===== src/rtl/fetch_pkg.sv =====
// Shared fetch-stage constants: FSM encodings, default reset PC / increment and word alignment.
package fetch_pkg;

  localparam logic [1:0] S_IDLE  = 2'd0;
  localparam logic [1:0] S_FETCH = 2'd1;
  localparam logic [1:0] S_WAIT  = 2'd2;
  localparam logic [1:0] S_DROP  = 2'd3;

  localparam int unsigned DEF_RESET_PC = 0;
  localparam int unsigned DEF_PC_INC   = 4;

  localparam logic [31:0] WORD_ALIGN_MASK = 32'hFFFF_FFFC;

  function automatic logic [31:0] align_word(input logic [31:0] addr);
    return addr & WORD_ALIGN_MASK;
  endfunction

endpackage


===== src/rtl/fetch_buffer.sv =====
// Issue register plus one-entry prefetch skid; a push lands in the issue slot only when
// that slot is free (or draining) and the skid is empty, so program order is preserved.
module fetch_buffer
  import fetch_pkg::*;
#(
  parameter int unsigned ADDR_W = 32,
  parameter int unsigned DATA_W = 32
) (
  input  logic              clk,
  input  logic              rst,
  input  logic              i_push,
  input  logic [DATA_W-1:0] i_push_dat,
  input  logic [ADDR_W-1:0] i_push_pc,
  input  logic              i_pop,
  input  logic              i_flush,
  output logic              o_iss_vld,
  output logic [DATA_W-1:0] o_iss_dat,
  output logic [ADDR_W-1:0] o_iss_pc,
  output logic              o_pf_vld
);

  logic              r_iss_vld;
  logic [DATA_W-1:0] r_iss_dat;
  logic [ADDR_W-1:0] r_iss_pc;
  logic              r_pf_vld;
  logic [DATA_W-1:0] r_pf_dat;
  logic [ADDR_W-1:0] r_pf_pc;

  logic w_push_iss;
  logic w_push_pf;

  assign w_push_iss = i_push & (~r_iss_vld | i_pop) & ~r_pf_vld;
  assign w_push_pf  = i_push & ~w_push_iss;

  always_ff @(posedge clk or posedge rst) begin
    if (rst) begin
      r_iss_vld <= 1'b0;
      r_iss_dat <= '0;
      r_iss_pc  <= '0;
      r_pf_vld  <= 1'b0;
      r_pf_dat  <= '0;
      r_pf_pc   <= '0;
    end else if (i_flush) begin
      r_iss_vld <= 1'b0;
      r_pf_vld  <= 1'b0;
    end else begin
      if (w_push_iss) begin
        r_iss_vld <= 1'b1;
        r_iss_dat <= i_push_dat;
        r_iss_pc  <= i_push_pc;
      end else if (i_pop && r_pf_vld) begin
        r_iss_vld <= 1'b1;
        r_iss_dat <= r_pf_dat;
        r_iss_pc  <= r_pf_pc;
      end else if (i_pop) begin
        r_iss_vld <= 1'b0;
      end

      if (w_push_pf) begin
        r_pf_vld <= 1'b1;
        r_pf_dat <= i_push_dat;
        r_pf_pc  <= i_push_pc;
      end else if (i_pop) begin
        r_pf_vld <= 1'b0;
      end
    end
  end

  assign o_iss_vld = r_iss_vld;
  assign o_iss_dat = r_iss_dat;
  assign o_iss_pc  = r_iss_pc;
  assign o_pf_vld  = r_pf_vld;

endmodule


===== src/rtl/instr_fetch_unit.sv =====
// Fetch stage: PC sequencing, instruction-memory handshake, branch redirect with stale-fetch drop.
// Define FETCH_STATS_EN to add the fetch_cnt / flush_cnt statistics outputs.
module instr_fetch_unit
  import fetch_pkg::*;
#(
  parameter int unsigned ADDR_W   = 32,
  parameter int unsigned DATA_W   = 32,
  parameter int unsigned RESET_PC = DEF_RESET_PC,
  parameter int unsigned PC_INC   = DEF_PC_INC
) (
  input  logic              clk,
  input  logic              rst,
  output logic              imem_req,
  output logic [ADDR_W-1:0] imem_addr,
  input  logic [DATA_W-1:0] imem_rdata,
  input  logic              imem_valid,
  input  logic              stall,
  input  logic              branch_taken,
  input  logic [ADDR_W-1:0] branch_target,
  output logic [DATA_W-1:0] instr,
  output logic [ADDR_W-1:0] instr_pc,
  output logic [ADDR_W-1:0] pc_plus8,
  output logic              instr_valid
`ifdef FETCH_STATS_EN
  ,
  output logic [31:0]       fetch_cnt,
  output logic [31:0]       flush_cnt
`endif
);

  localparam logic [ADDR_W-1:0] RST_PC = ADDR_W'(RESET_PC);
  localparam logic [ADDR_W-1:0] INC    = ADDR_W'(PC_INC);

  logic [1:0]        r_state;
  logic [ADDR_W-1:0] r_fetch_pc;
  logic [ADDR_W-1:0] r_drop_addr;

  logic              w_consume;
  logic              w_redirect;
  logic              w_accept;
  logic              w_pop;
  logic              w_pf_vld;
  logic [1:0]        w_occ_nxt;
  logic              w_full_nxt;
  logic [ADDR_W-1:0] w_target;

  assign w_consume  = instr_valid & ~stall;
  assign w_redirect = w_consume & branch_taken;
  assign w_accept   = (r_state == S_FETCH) & imem_valid & ~w_redirect;
  assign w_pop      = w_consume & ~w_redirect;
  assign w_target   = ADDR_W'(align_word(32'(branch_target)));

  // Occupancy after this cycle's push/pop decides whether another fetch may be issued.
  assign w_occ_nxt  = 2'(instr_valid) + 2'(w_pf_vld) + 2'(w_accept) - 2'(w_pop);
  assign w_full_nxt = (w_occ_nxt == 2'd2);

  fetch_buffer #(
    .ADDR_W (ADDR_W),
    .DATA_W (DATA_W)
  ) u_buf (
    .clk        (clk),
    .rst        (rst),
    .i_push     (w_accept),
    .i_push_dat (imem_rdata),
    .i_push_pc  (r_fetch_pc),
    .i_pop      (w_pop),
    .i_flush    (w_redirect),
    .o_iss_vld  (instr_valid),
    .o_iss_dat  (instr),
    .o_iss_pc   (instr_pc),
    .o_pf_vld   (w_pf_vld)
  );

  always_ff @(posedge clk or posedge rst) begin
    if (rst) begin
      r_state     <= S_IDLE;
      r_fetch_pc  <= RST_PC;
      r_drop_addr <= RST_PC;
    end else begin
      case (r_state)
        S_IDLE: r_state <= S_FETCH;
        S_FETCH: begin
          if (w_redirect) begin
            r_fetch_pc <= w_target;
            if (!imem_valid) begin
              r_state     <= S_DROP;
              r_drop_addr <= r_fetch_pc;
            end
          end else if (imem_valid) begin
            r_fetch_pc <= r_fetch_pc + INC;
            r_state    <= w_full_nxt ? S_WAIT : S_FETCH;
          end
        end
        S_WAIT: begin
          if (w_redirect) begin
            r_fetch_pc <= w_target;
            r_state    <= S_FETCH;
          end else if (w_consume) begin
            r_state <= S_FETCH;
          end
        end
        S_DROP: if (imem_valid) r_state <= S_FETCH;
        default: r_state <= S_IDLE;
      endcase
    end
  end

  // DROP keeps presenting the abandoned address until its response retires.
  assign imem_req  = (r_state == S_FETCH) | (r_state == S_DROP);
  assign imem_addr = (r_state == S_DROP) ? r_drop_addr : r_fetch_pc;
  assign pc_plus8  = instr_pc + ADDR_W'(8);

`ifdef FETCH_STATS_EN
  logic [31:0] r_fetch_cnt;
  logic [31:0] r_flush_cnt;

  always_ff @(posedge clk or posedge rst) begin
    if (rst) begin
      r_fetch_cnt <= '0;
      r_flush_cnt <= '0;
    end else begin
      if (w_accept)   r_fetch_cnt <= r_fetch_cnt + 32'd1;
      if (w_redirect) r_flush_cnt <= r_flush_cnt + 32'd1;
    end
  end

  assign fetch_cnt = r_fetch_cnt;
  assign flush_cnt = r_flush_cnt;
`endif

endmodule


===== config.mk =====
export PLATFORM = sky130hd
export DESIGN_NAME = instr_fetch_unit
export DESIGN_NICKNAME = d
export VERILOG_FILES = /design/src/rtl/fetch_pkg.sv /design/src/rtl/fetch_buffer.sv /design/src/rtl/instr_fetch_unit.sv
export SDC_FILE = /design/constraint.sdc
export NUM_CORES = 1
export LEC_CHECK = 0
export ABC_AREA = 1
export BUFFER_PORTS_ARGS = -buffer_cell sky130_fd_sc_hd__buf_2
export CAP_MARGIN = 20
export CORE_ASPECT_RATIO = 1.75
export CORE_MARGIN = 3
export CORE_UTILIZATION = 56
export DETAILED_ROUTE_END_ITERATION = 12
export PLACE_DENSITY = 0.86
export REMOVE_ABC_BUFFERS = 1
export SYNTH_ARGS = -nofsm -noshare
export SYNTH_HDL_FRONTEND = slang
export SYNTH_SLANG_ARGS = --single-unit

===== constraint.sdc =====
create_clock -name clk -period 6.6 [get_ports clk]
set_input_delay 0.33 -clock clk [delete_from_list [all_inputs] [get_ports clk]]
set_output_delay 0.33 -clock clk [all_outputs]
set_load 0.005 [all_outputs]

======== After elaboration in Yosys (flattened, before gate mapping) ========
Cells that the tools add are included.
storage, ports and cells
  register bits ........................... 196
  input port bits ......................... 69
  output and inout bits ................... 130
operators by class
  add/sub/neg operators ................... 5
  equality and inequality tests ........... 9
  muxes and demuxes ....................... 23
  bitwise operators ....................... 16
  reduce and logical (&&, ||, !) cells .... 11
operators with widths
  kind                   number
  $mux 32                8
  $pmux 32 s2            1
  $add 32x3->32 const B  1
  $add 32x4->32 const B  1
  $mux 2                 7
  $ne 3x3->1 const B     3
  $and 1x1->1            8
  $pmux 2 s4             1
  $eq 2x2->1 const B     3
  $mux 1                 6
  $not 1->1              6
  $reduce_and 3->1       2
  $ne 2x2->1 const B     2
  $reduce_and 2->1       2
  $reduce_and 4->1       1
  $reduce_bool 2->1      2
  $reduce_bool 4->1      1
  $reduce_bool 3->1      1
  $add 1x1->2            1
  $add 2x1->2            1
  $eq 2x1->1 const B     1
  $logic_not 2->1        1
  $or 1x1->1             2
  $sub 2x1->2            1
  $logic_and 1x1->1      1

======== Longest topological paths before layout ========
  depth after elaboration ................. 12
  depth in mapped cells ................... 13
  gate-level depth less buffers ........... 11

======== Hierarchy ========
Synthesis repeated with hierarchy kept, for this count alone.
second synthesis, totals
  cells, all modules ...................... 1510
  area total of the unflattened synthesis .. 10637.7 um^2
by module, submodules not included
  module            times used  cells an instance  area each (um^2)
  fetch_buffer      1           771                5964.5
  instr_fetch_unit  1           739                4673.2

======== Worst setup path after synthesis ========
Ideal clock, no wire load.
  path kind ............................... register -> register
  from .................................... register u_buf.r_iss_vld, in the netlist u_buf.o_iss_vld
  to ...................................... register r_state[1]
  arrival time ............................ 1754 ps
  required time ........................... 6517 ps
  slack ................................... 4763 ps
  stages on the path, launching flop included .. 11
  buffers on the path ..................... 0
  period minus slack after synthesis ...... 1837 ps
  cell sequence ........................... dfrtp_1 nand2_1 nor2_1 ha_1 inv_1 fa_1 a21oi_1 o21ai_0 nand2_1 nand2_1 o21ai_0
between the ends
  word-level cells in the longest chain between the ends .. 11
ends and longest elaborated chain
  element                 line                    text
  from (decl)             fetch_buffer.sv:22      logic r_iss_vld;
  from (signal assigned)  fetch_buffer.sv:37      r_iss_vld <= 1'b0;
  from (signal assigned)  fetch_buffer.sv:44      r_iss_vld <= 1'b0;
  from (signal assigned)  fetch_buffer.sv:48      r_iss_vld <= 1'b1;
  $and 1x1->1             instr_fetch_unit.sv:47  assign w_consume = instr_valid & ~stall;
  $and 1x1->1             instr_fetch_unit.sv:48  assign w_redirect = w_consume & branch_taken;
  $not 1->1 (no line)     -
  $and 1x1->1             instr_fetch_unit.sv:49  assign w_accept = (r_state == S_FETCH) & imem_valid & ~w_redirect;
  $add 2x1->2             instr_fetch_unit.sv:54  assign w_occ_nxt = 2'(instr_valid) + 2'(w_pf_vld) + 2'(w_accept) - 2'(w_pop);
  $sub 2x1->2             instr_fetch_unit.sv:54
  $eq 2x2->1              instr_fetch_unit.sv:55  assign w_full_nxt = (w_occ_nxt == 2'd2);
  $mux 2                  instr_fetch_unit.sv:91  r_state <= w_full_nxt ? S_WAIT : S_FETCH;
  $mux 2                  instr_fetch_unit.sv:89  end else if (imem_valid) begin
  $mux 2                  instr_fetch_unit.sv:83  if (w_redirect) begin
  $pmux 2 s4              instr_fetch_unit.sv:80  case (r_state)
  to (signal assigned)    instr_fetch_unit.sv:91
  to (decl)               instr_fetch_unit.sv:34  logic [1:0] r_state;
Parallel ways exist; a longest one is shown, timed or not. The select of a mux whose other input is x is not followed.
A chain may end at the register's enable or synchronous reset.

======== Final worst setup path ========
  from .................................... register u_buf.r_iss_vld, in the netlist u_buf.o_iss_vld
  to ...................................... register u_buf.r_pf_pc[22]
between the ends
  word-level cells in the longest chain between the ends .. 10
ends and longest elaborated chain
  element                       line                    text
  $and 1x1->1                   instr_fetch_unit.sv:47
  $and 1x1->1                   instr_fetch_unit.sv:48
  $not 1->1 (no line)           -
  $and 1x1->1                   instr_fetch_unit.sv:50  assign w_pop = w_consume & ~w_redirect;
  $or 1x1->1                    fetch_buffer.sv:32      assign w_push_iss = i_push & (~r_iss_vld | i_pop) & ~r_pf_vld;
  $and 1x1->1 (2 in a row)      fetch_buffer.sv:32
  $not 1->1                     fetch_buffer.sv:33      assign w_push_pf = i_push & ~w_push_iss;
  $and 1x1->1                   fetch_buffer.sv:33
  $reduce_and 2->1 (no line) *  -
  to (signal assigned)          fetch_buffer.sv:62      r_pf_pc <= i_push_pc;
  to (decl)                     fetch_buffer.sv:27      logic [ADDR_W-1:0] r_pf_pc;
Mark *: on every way between the ends. The rest lies on a longest branch, timed or not.

==> metrics.txt <==
total CTS buffers 17; nets around 1600; clock share of power roughly 19%; post-synthesis compound-gate area fraction 14.53%; vias in the first global route 8759; register area share after synthesis approximately 47%; clock slew at reported path FFs about 0.070 ns; fmax between 0.3 and 0.4 GHz; Top FF cell, synth dfrtp_1; synth top area cells dfrtp_1, nand2_1, o21ai_0; XOR/XNOR Fraction of Synth Area 2.015%; largest net degree at the start of global routing around 130; Worst EP arrival between 3 and 4 ns; Slowest-stage cell, CP buf_4; delay-heaviest family, CP buffers and inverters; simple-gate share of the synthesized area 26.28%; fillcell total ~1500; Unique masters post-synth 31; vias per cell approximately 5.3; multi-input logic area between 4000 and 5000 um2; GRT Residual Overflow 0; Clock Path Buffers 2; Post-CTS Setup Bufs 0; 1st-iter DRT viols 840; sequential power share 40.4%; level count of the clock H-tree 4; Worst Reg-to-Reg Cells 10; critical path endpoint category register; initial antenna violation count 0; top fanout value on the critical path 72; CTS tree built; P_leak 0.006002 uW; P&R area growth vs syn 15.44%; max-cap viol count 0; ratio of cells with drive above 1 in the final layout ~17%; pins over their slew limit 0; drt wl/cell 14.66 um; clock root cell clkbuf_16; most frequent cell after synthesis nand2_1; crit-path cells nand2_1 -> nor2_1 -> inv_1 -> ha_1 -> nor2_1 -> nand2_4 -> buf_4 -> nand2_4 -> buf_4 -> o21ai_0; Routed Antenna Nets 0; Die X roughly 110 um; GPL Wtd Cong between 0.8 and 0.9; Resize count post-CTS 0; Synth Cell Area around 10000 um2; Worst Tran Pin Value slightly below 1 ns; PortBufs between 150 and 200; die span in y between 150 and 200 um; Worst path max stage delay 0.68 ns; synthesized flop and latch total ~190; total power about 5200 uW; Post-route DRC 0; largest family of logic cells by synthesized area simple AND/OR/NAND/NOR gates; Via Count approximately 9300; critical path class reg2reg; Hold Path Class in2reg; Hold-fix buffers, CTS 0; Routed WL between 20000 and 30000 um; worst reg2reg endpoint u_buf.r_pf_pc[22]$_DFFE_PP0P_; post-route minimum period 3.058 ns; total negative slack 0 ns; RSZ-0062 raised after global routing no; hold endpoint u_buf.r_pf_dat[28]$_DFFE_PP0P_; post-synthesis area per instance 7.331 um2; sequential standard cell area approximately 4700 um2; total global-route track usage a little over a quarter; Reg2Reg Launch Point u_buf.o_iss_vld$_DFFE_PP0P_; Int Power a little over 3000 uW; Rows 64; Comb pwr share 40.3%; Hold Vio Cnt, Final 0; Post-Synth Adder-Cell Area 0.7007%; hold path cells 3; Pwr Density between 400 and 500 nW/um2; Net Sw Frac a little over two fifths; DRT Pass-1 Iters 6; DP Wirelength ~18000 um; synth warn 0; die area 19560 um2; HP Start imem_rdata[28]; worst skew pair latency 0.44 ns; Final setup viols 0; Syn Inst Count roughly 1400; r2r setup slk 3.54 ns; leading area contributor after synthesis dfrtp_1; clk_skew 0.01621 ns; Post-synth EDFFs 0; CP Buf/Inv Count 3; first-pass GRT wire length approximately 42000 um; Max-slew headroom between 30% and 40%; Sink Count between 150 and 200; Ant. Diodes 0; net switching power figure between 2000 and 2500 uW; Hold WS between 0.15 and 0.2 ns; Req. time, crit path ~6.9 ns; fin crit share a little under half; Post-synth ARST share between 90% and 100%; core box area around 18000 um2; Startpoint Class register; top cell type's share of synthesized area 47.05%; status finished, final reports clean; Synth top cells by count nand2_1, dfrtp_1, o21ai_0; mux cell area share after synthesis 0%; Worst VDD drop approximately 0.00025 V; Worst Setup SP u_buf.o_iss_vld$_DFFE_PP0P_; I/O Pins 199; Initial Util a little under three fifths
-- routing by layer --
metal / routed length, um / vias to the layer above / track usage (%)
met5: 0 / - / 0
met4: 1018 / 0 / 12.85
met3: 1119 / 71 / 3.135
met2: 13400 / 319 / 47.38
met1: 10290 / 4296 / 33.08
li1: - / 4619 / -
-- power groups by stage --
stage | combinational [uW] | clock (uW) | sequential, uW
floorplan | 1340 | 0 | 2030
global placement | 2020 | 0 | 2090
detailed placement | 2100 | 0 | 2120
CTS | 2120 | 1040 | 2100
global route | 2440 | 1080 | 2180
finish | 2110 | 1010 | 2110
-- sequential cells by signal (all words and copies together), names as in the netlist --
register,cells
u_buf.o_iss_dat,32
r_drop_addr,30
u_buf.r_pf_pc,30
u_buf.r_pf_dat,32
u_buf.o_iss_pc,30
r_fetch_pc,30
u_buf.o_iss_vld,1
u_buf.o_pf_vld,1
r_state,2
-- stage by stage --
stage	setup WS [ns]	std cells	instance area, um2	utilization [%]
floorplan	1.156	1297	9593	-
global placement	3.174	1726	10900	62.18
detailed placement	3.083	1726	10900	62.18
CTS	3.089	1758	11490	65.50
global route	3.242	1761	11540	65.82
finish	3.542	1761	11540	65.82
-- layout by cell type (no fill, tap or decap), drive strengths merged, types with 4 or more instances in the layout --
cell type,instances
clkinv,7
nand3b,7
conb,6
dfrtp,188
nand2,425
a21oi,35
nor3,12
nand4,7
o211ai,4
nand3,46
ha,4
o21ai,246
xnor2,6
buf,200
xor2,17
nor2,153
inv,143
clkbuf,17
-- layout make-up --
type,count,area share (%)
Timing Repair Buffer,201,9.256
Sequential cell,188,40.75
Inverter,137,4.509
Multi-Input combinational cell,972,37.94
Tap cell,231,2.504
Clock buffer,17,3.685
Clock inverter,15,1.355
-- logic make-up (layout without fill, tap and decap cells) --
group | Yosys count | after routing
xor+xnor | 23 | 23
buf+inv | 209 | 370
simple gates | 652 | 652
compound gates | 286 | 286
other cells | 1 | 6
fa+ha+maj | 5 | 5
flops | 188 | 188
-- worst min-delay path, delay by kind of cell --
kind                   cells  cell delay (ns)
buffers and inverters      1             0.08
AO/OA/AOI/OAI              1             0.10
AND/OR/NAND/NOR            1             0.03
-- how the worst max path moves through the flow --
stage,to,slack [ns],cells past startpoint
final,u_buf.r_pf_pc[22]$_DFFE_PP0P_,3.54,10
after global routing,u_buf.r_pf_dat[15]$_DFFE_PP0P_,3.24,11
after CTS,u_buf.r_pf_dat[27]$_DFFE_PP0P_,3.09,11
after detailed placement,u_buf.r_pf_pc[26]$_DFFE_PP0P_,3.08,13
after global placement,u_buf.r_pf_dat[28]$_DFFE_PP0P_,3.17,13
after floorplan,r_drop_addr[10]$_DFFE_PP0P_,1.16,1
Power figures use the tool's default switching activity.
